==> config.mk <==
export PLATFORM = sky130hd
export DESIGN_NAME = dwt_hp_sched
export DESIGN_NICKNAME = d
export VERILOG_FILES = /design/src/rtl/dwt_pkg.sv /design/src/rtl/coef_fifo.sv /design/src/rtl/dwt_hp_sched.sv
export SDC_FILE = /design/constraint.sdc
export NUM_CORES = 1
export LEC_CHECK = 0
export ABC_AREA = 1
export CAP_MARGIN = 15
export CORE_AREA = 2 2 127 67
export CTS_BUF_LIST = sky130_fd_sc_hd__clkbuf_8
export CTS_CLUSTER_DIAMETER = 80
export DETAILED_ROUTE_END_ITERATION = 8
export DIE_AREA = 0 0 129 69
export PLACE_DENSITY = 0.68
export SYNTH_ARGS = -nofsm -noshare
export SYNTH_HDL_FRONTEND = slang
export SYNTH_SLANG_ARGS = --single-unit
==> constraint.sdc <==
create_clock -name clk -period 3.6 [get_ports clk]
set_input_delay 0.54 -clock clk [delete_from_list [all_inputs] [get_ports clk]]
set_output_delay 0.54 -clock clk [all_outputs]
set_load 0.01 [all_outputs]
==> src/rtl/dwt_pkg.sv <==
`default_nettype none
// ============================================================================
// Module      : dwt_pkg
// Description : Shared constants for the DWT high-pass scheduler: FSM state
//               encoding, subtract-unit latency and a width helper.
// Revision    : 1.0 - initial release
// ============================================================================
package dwt_pkg;

    // Registered latency of the external shared subtract unit, in cycles
    localparam int c_SUB_LAT = 1;

    // Scheduler FSM encoding
    localparam int c_ST_W = 3;
    localparam logic [c_ST_W-1:0] c_ST_IDLE  = 3'd0;
    localparam logic [c_ST_W-1:0] c_ST_EVEN  = 3'd1;
    localparam logic [c_ST_W-1:0] c_ST_ODD   = 3'd2;
    localparam logic [c_ST_W-1:0] c_ST_DRAIN = 3'd3;
    localparam logic [c_ST_W-1:0] c_ST_DONE  = 3'd4;

    // Counter width for a range of n values, never narrower than one bit
    function automatic int f_cnt_w(input int n);
        return (n > 1) ? $clog2(n) : 1;
    endfunction

endpackage
`default_nettype wire

==> src/rtl/coef_fifo.sv <==
`default_nettype none
// ============================================================================
// Module      : coef_fifo
// Description : Synchronous FIFO holding {eol, coefficient} words with an
//               occupancy count. Head word is presented combinationally and
//               stays put until it is read.
// Revision    : 1.0 - initial release
// ============================================================================
module coef_fifo #(
    parameter int DEPTH = 4,
    parameter int WIDTH = 9,
    parameter int CNT_W = $clog2(DEPTH + 1)
) (
    input  logic             clk,
    input  logic             rst,
    input  logic             i_wr_en,
    input  logic [WIDTH-1:0] i_wr_data,
    input  logic             i_rd_en,
    output logic [WIDTH-1:0] o_rd_data,
    output logic [CNT_W-1:0] o_count,
    output logic             o_empty
);

    localparam int c_PTR_W = (DEPTH > 1) ? $clog2(DEPTH) : 1;

    logic [WIDTH-1:0]   r_mem [DEPTH];
    logic [c_PTR_W-1:0] r_wr_ptr;
    logic [c_PTR_W-1:0] r_rd_ptr;
    logic [CNT_W-1:0]   r_count;
    logic               w_wr;
    logic               w_rd;

    // Writes into a full FIFO and reads from an empty one are dropped
    assign w_wr      = i_wr_en && (r_count != CNT_W'(DEPTH));
    assign w_rd      = i_rd_en && (r_count != '0);
    assign o_rd_data = r_mem[r_rd_ptr];
    assign o_count   = r_count;
    assign o_empty   = (r_count == '0);

    // Storage, wrapping pointers and occupancy (simultaneous rd+wr keeps count)
    always_ff @(posedge clk) begin
        if (rst) begin
            for (int i = 0; i < DEPTH; i++) begin
                r_mem[i] <= '0;
            end
            r_wr_ptr <= '0;
            r_rd_ptr <= '0;
            r_count  <= '0;
        end else begin
            if (w_wr) begin
                r_mem[r_wr_ptr] <= i_wr_data;
                r_wr_ptr <= (r_wr_ptr == c_PTR_W'(DEPTH - 1)) ? '0 : r_wr_ptr + 1'b1;
            end
            if (w_rd) begin
                r_rd_ptr <= (r_rd_ptr == c_PTR_W'(DEPTH - 1)) ? '0 : r_rd_ptr + 1'b1;
            end
            case ({w_wr, w_rd})
                2'b10:   r_count <= r_count + 1'b1;
                2'b01:   r_count <= r_count - 1'b1;
                default: r_count <= r_count;
            endcase
        end
    end

endmodule
`default_nettype wire

==> src/rtl/dwt_hp_sched.sv <==
`default_nettype none
// ============================================================================
// Module      : dwt_hp_sched
// Description : Schedules pixel pairs of a frame onto a shared, registered
//               subtract unit and collects the high-pass coefficients with
//               row end markers into an output FIFO. Pair issue is throttled
//               so that queued plus in-flight results never exceed the FIFO.
// Revision    : 1.0 - initial release
// ============================================================================
module dwt_hp_sched
    import dwt_pkg::*;
#(
    parameter int IMG_W  = 8,
    parameter int IMG_H  = 8,
    parameter int FIFO_D = 4
) (
    input  logic       clk,
    input  logic       rst,
    input  logic       start,
    input  logic       pix_valid,
    input  logic [7:0] pix_data,
    output logic       pix_ready,
    output logic [7:0] sub_p1,
    output logic [7:0] sub_p2,
    input  logic [7:0] sub_pout,
    output logic       coef_valid,
    output logic [7:0] coef_data,
    output logic       coef_eol,
    input  logic       coef_ready,
    output logic       busy,
    output logic       done
);

    localparam int c_PAIRS_ROW = IMG_W / 2;
    localparam int c_COL_W     = f_cnt_w(c_PAIRS_ROW);
    localparam int c_ROW_W     = f_cnt_w(IMG_H);
    localparam int c_CNT_W     = $clog2(FIFO_D + 1);
    localparam int c_PEND_W    = c_CNT_W + 1;
    localparam logic [c_COL_W-1:0] c_COL_LAST = c_COL_W'(c_PAIRS_ROW - 1);
    localparam logic [c_ROW_W-1:0] c_ROW_LAST = c_ROW_W'(IMG_H - 1);

    logic [c_ST_W-1:0]   r_state;
    logic [7:0]          r_even;
    logic [7:0]          r_sub_p1;
    logic [7:0]          r_sub_p2;
    logic [c_COL_W-1:0]  r_col;
    logic [c_ROW_W-1:0]  r_row;
    logic [1:0]          r_inflight;
    logic [c_SUB_LAT:0]  r_vld_pipe;
    logic [c_SUB_LAT:0]  r_eol_pipe;

    logic [c_CNT_W-1:0]  w_fifo_count;
    logic                w_fifo_empty;
    logic [8:0]          w_fifo_rd_data;
    logic [c_PEND_W-1:0] w_pending;
    logic                w_odd_ready;
    logic                w_issue;
    logic                w_col_last;
    logic                w_last_pair;
    logic                w_wr;
    logic                w_rd;

    // Everything already committed to the FIFO, whether stored or still in the pipe
    assign w_pending   = c_PEND_W'(w_fifo_count) + c_PEND_W'(r_inflight);
    assign w_odd_ready = (r_state == c_ST_ODD) && (w_pending < c_PEND_W'(FIFO_D));
    assign w_issue     = w_odd_ready && pix_valid;
    assign w_col_last  = (r_col == c_COL_LAST);
    assign w_last_pair = w_col_last && (r_row == c_ROW_LAST);

    // Result of a pair lands in the FIFO once its valid reaches the pipe end
    assign w_wr = r_vld_pipe[c_SUB_LAT];
    assign w_rd = coef_valid && coef_ready;

    assign pix_ready  = (r_state == c_ST_EVEN) || w_odd_ready;
    assign sub_p1     = r_sub_p1;
    assign sub_p2     = r_sub_p2;
    assign coef_valid = !w_fifo_empty;
    assign coef_data  = w_fifo_rd_data[7:0];
    assign coef_eol   = w_fifo_rd_data[8] && coef_valid;
    assign busy       = (r_state != c_ST_IDLE);
    assign done       = (r_state == c_ST_DONE);

    // Scheduler FSM: pairs pixels, issues operands and tracks frame position
    always_ff @(posedge clk) begin
        if (rst) begin
            r_state  <= c_ST_IDLE;
            r_even   <= 8'h00;
            r_sub_p1 <= 8'h00;
            r_sub_p2 <= 8'h00;
            r_col    <= '0;
            r_row    <= '0;
        end else begin
            case (r_state)
                c_ST_IDLE: begin
                    if (start) begin
                        r_state <= c_ST_EVEN;
                    end
                end
                c_ST_EVEN: begin
                    if (pix_valid) begin
                        r_even  <= pix_data;
                        r_state <= c_ST_ODD;
                    end
                end
                c_ST_ODD: begin
                    if (w_issue) begin
                        r_sub_p1 <= r_even;
                        r_sub_p2 <= pix_data;
                        if (w_col_last) begin
                            r_col <= '0;
                            r_row <= (r_row == c_ROW_LAST) ? '0 : r_row + 1'b1;
                        end else begin
                            r_col <= r_col + 1'b1;
                        end
                        r_state <= w_last_pair ? c_ST_DRAIN : c_ST_EVEN;
                    end
                end
                c_ST_DRAIN: begin
                    if ((r_inflight == 2'd0) && w_fifo_empty) begin
                        r_state <= c_ST_DONE;
                    end
                end
                c_ST_DONE: begin
                    r_state <= c_ST_IDLE;
                end
                default: begin
                    r_state <= c_ST_IDLE;
                end
            endcase
        end
    end

    // Valid/eol tags ride alongside the operands through the subtract latency
    always_ff @(posedge clk) begin
        if (rst) begin
            r_vld_pipe <= '0;
            r_eol_pipe <= '0;
        end else begin
            r_vld_pipe <= {r_vld_pipe[c_SUB_LAT-1:0], w_issue};
            r_eol_pipe <= {r_eol_pipe[c_SUB_LAT-1:0], w_col_last};
        end
    end

    // Pairs issued but not yet written into the FIFO
    always_ff @(posedge clk) begin
        if (rst) begin
            r_inflight <= 2'd0;
        end else begin
            case ({w_issue, w_wr})
                2'b10:   r_inflight <= r_inflight + 1'b1;
                2'b01:   r_inflight <= r_inflight - 1'b1;
                default: r_inflight <= r_inflight;
            endcase
        end
    end

    coef_fifo #(
        .DEPTH (FIFO_D),
        .WIDTH (9),
        .CNT_W (c_CNT_W)
    ) u_fifo (
        .clk       (clk),
        .rst       (rst),
        .i_wr_en   (w_wr),
        .i_wr_data ({r_eol_pipe[c_SUB_LAT], sub_pout}),
        .i_rd_en   (w_rd),
        .o_rd_data (w_fifo_rd_data),
        .o_count   (w_fifo_count),
        .o_empty   (w_fifo_empty)
    );

endmodule
`default_nettype wire
==> flow_metrics.env <==
export IMPL_track_usage_pct=19.78
export IMPL_most_common_layout_cells="nor2_1, nand2_1, clkdlybuf4s50_1, dfxtp_1, edfxtp_1"
export IMPL_num_nets_final=473
export IMPL_grt_max_degree=34
export IMPL_layout_min_cycle_time_ps=2865
export IMPL_maximum_clock_skew_at_final_layout_ps=5.394
export IMPL_cts_repair_resize_count=0
export IMPL_postSynthCellCount=394
export IMPL_initial_cell_density_of_the_core_pct=44.73
export IMPL_numCtsBuffers=9
export IMPL_achievable_frequency_mhz=349.1
export IMPL_pwr_density_cell_mw_per_mm2=645.9
export IMPL_netlist_top_cell_by_area="edfxtp_1"
export IMPL_rsz0062_at_grt="no"
export IMPL_overflow=0
export IMPL_slew_worst_pin_ps=1117
export IMPL_synthesis_area_mm2=0.003488
export IMPL_timing_critical_path_slowest_stage_cell="clkdlybuf4s50_1"
export IMPL_yosysTopAreaCellShare_pct=30.99
export IMPL_ys_ff_latch=83
export IMPL_grt_antenna_before_repair=0
export IMPL_mostFrequentLayoutCell="nor2_1"
export IMPL_clockBufferDepth=2
export IMPL_startpoint_types="flop"
export IMPL_vdd_ir_drop_worst_uv=273.5
export IMPL_combPwrFrac_pct=31.3
export IMPL_p_seq_share_pct=41.8
export IMPL_antennaDiodeCount=0
export IMPL_synth_cell_types=29
export IMPL_tritoncts="done"
export IMPL_clock_sinks=83
export IMPL_clk_root_buffer_cell="clkbuf_8"
export IMPL_number_of_failing_hold_endpoints_at_the_final_stage=0
export IMPL_drt_wl_total_um=8319
export IMPL_route_vias_total=2832
export IMPL_timing_setup_critical_path_class="reg -> out"
export IMPL_buffer_ports_inserted=49
export IMPL_drtAntennaViolNets=0
export IMPL_number_of_global_route_vias_before_repair=2623
export IMPL_die_wd_um=129
export IMPL_fillers=688
export IMPL_ctsHtreeMaxLevel=3
export IMPL_power_leakage_nw=1.707
export IMPL_hpwl_um=6000
export IMPL_p_sw_share_pct=32.63
export IMPL_finalSetupViolations=0
export IMPL_timing_critical_path_required_ps=3060
export IMPL_worst_skew_pair_late_latency_ps=350
export IMPL_flow_area_growth_from_synthesis_pct=23.71
export IMPL_setup_total_negative_slack_ps=0
export IMPL_initialDrtViolationCount=306
export IMPL_post_cts_buffers=0
export IMPL_fin_crit_sh_pct=79.57
export IMPL_place_congestion=0.8722
export IMPL_num_rows=23
export IMPL_internal_power_w=0.001878
export IMPL_final_max_slew_violation_count=0
export IMPL_crit_chain="ha_1, nor2_1, inv_1, nor3b_2, or2_2, clkdlybuf4s50_1"
export IMPL_status="completed"
export IMPL_critical_path_max_fanout=10
export IMPL_pin_count=50
export IMPL_core_region_mm2=0.007799
export IMPL_drtPass1Iterations=5
export IMPL_cts_hold_buffers=0
export IMPL_worst_ep_arrival_time_ps=2320
export IMPL_slew_headroom_pct=25.10
export IMPL_power_net_switching_w=0.0009097
export IMPL_p_clk_share_pct=26.9
export IMPL_layout_cells_non_filler=560
export IMPL_cts_reportedPaths_clkPinSlew_ps=80
export IMPL_place_inst=544
export IMPL_postSynthNetCount=424
export IMPL_synthTopCellsByArea="edfxtp_1, dfxtp_1, nor2_1, nand2_1, a21oi_1"
export IMPL_wl_per_cell_um=14.86
export IMPL_detail_route_drc_violations=0
export IMPL_avgViaCountPerCell=5.057
export IMPL_drive_gt1_share_pct=6.696
export IMPL_cap_violations=0
export IMPL_crit_path_max_incr_delay_ps=530
export IMPL_design_die_area_mm2=0.008901
export IMPL_proportion_of_synthesized_chip_area_in_sequential_cells_pct=57.96
export IMPL_wire_length_of_the_first_global_routing_pass_um=13540
export IMPL_synthesis_warnings=0
export IMPL_worst_hold_path_type="reg -> reg"
export IMPL_critPathCaptureType="primary output"
export IMPL_syn_avg_cell_area_um2=8.854
export IMPL_die_h_um=69
export IMPL_fin_util_pct=55.33
[cell families (layout without fill, tap and decap cells)]
group / Yosys count / count (layout) / synth area share, %
AOI/OAI and AO/OA: 75 / 75 / 11.48
xor gates and xnor gates: 1 / 1 / 0.2511
adders and majority gates: 9 / 9 / 3.443
buffers and inverters: 53 / 107 / 6.061
DFF: 83 / 83 / 57.96
and+or+nand+nor: 173 / 173 / 20.80
[synth_stat cells]
cell	n
a21boi_0	1
a21oi_1	34
a31oi_1	1
buf_1	1
buf_2	4
buf_4	2
clkbuf_1	9
clkinv_1	1
dfxtp_1	47
edfxtp_1	36
fa_1	1
ha_1	8
inv_1	34
inv_2	2
nand2_1	54
nand2_2	3
nand3_1	33
nand4_1	1
nand4_2	1
nor2_1	77
nor2_2	1
nor3b_2	1
nor4_1	1
o211a_1	1
o21ai_0	27
o22ai_1	9
o31ai_1	2
or2_2	1
xor2_1	1
[final timing paths]
check | start | to | slack (ps) | depth (start not counted)
worst max-delay path | r_inflight[1]$_SDFFE_PP0P_ | pix_ready | 740 | 6
worst min-delay path | r_eol_pipe[0]$_SDFF_PP0_ | r_eol_pipe[1]$_SDFF_PP0_ | 400 | 2
worst min register to register | r_eol_pipe[0]$_SDFF_PP0_ | r_eol_pipe[1]$_SDFF_PP0_ | 400 | 2
worst max register to register | r_inflight[1]$_SDFFE_PP0P_ | r_inflight[1]$_SDFFE_PP0P_ | 1170 | 12
[layer usage]
metal	vias to the layer above	routed length [µm]	global-route usage, %
li1	1409	-	-
met4	0	44	5.072
met5	-	0	0
met3	4	454	5.823
met2	84	3342	25.34
met1	1335	4478	31.80
[stage by stage]
step	setup slack, ps	total power [W]	area [µm²]	hold slack (ps)
3_3_place_gp	1070	0.002030	4089	393.6
2_1_floorplan	1665	0.001667	3488	388.3
6_report	735.3	0.002788	4315	400.6
3_5_place_dp	977.1	0.002046	4089	394.3
5_1_grt	597.7	0.002949	4315	422.7
4_1_cts	721.1	0.002800	4315	405.0
[registers in the layout (all words and copies together), names as in the netlist, named ones only]
name / flops
r_eol_pipe: 2
r_row: 3
u_fifo.r_wr_ptr: 2
r_vld_pipe: 2
u_fifo.r_rd_ptr: 2
r_col: 2
sub_p2: 8
sub_p1: 8
r_state: 3
u_fifo.o_count: 3
r_even: 8
u_fifo.r_mem: 36
r_inflight: 2
[area by class of cell]
cell class / count / area [µm²] / area share [%]
clock buffer: 11 / 151.4 / 3.508
clock inverter: 5 / 75.07 / 1.740
inverter: 37 / 138.9 / 3.218
multi-input combinational: 258 / 1260 / 29.20
sequential: 83 / 2022 / 46.85
tap: 112 / 140.1 / 3.247
timing repair buffer: 54 / 528.0 / 12.24
[power by group through the flow]
stage	sequential (W)	combinational [W]	clock, W
after floorplan	0.00115	0.000520	0
after global placement	0.00118	0.000849	0
after detailed placement	0.00118	0.000861	0
after CTS	0.00116	0.000870	0.000767
after global routing	0.00118	0.000967	0.000802
final	0.00116	0.000872	0.000750
[worst max-delay path: cells and delay by family (launching register included)]
family / cells / cell delay [ps]
adder cells (fa/ha/maj): 1 / 190
AND/OR/NAND/NOR: 3 / 850
buffers and inverters: 2 / 600
flip-flops: 1 / 340
No activity file was read; power rests on OpenSTA's default activity.
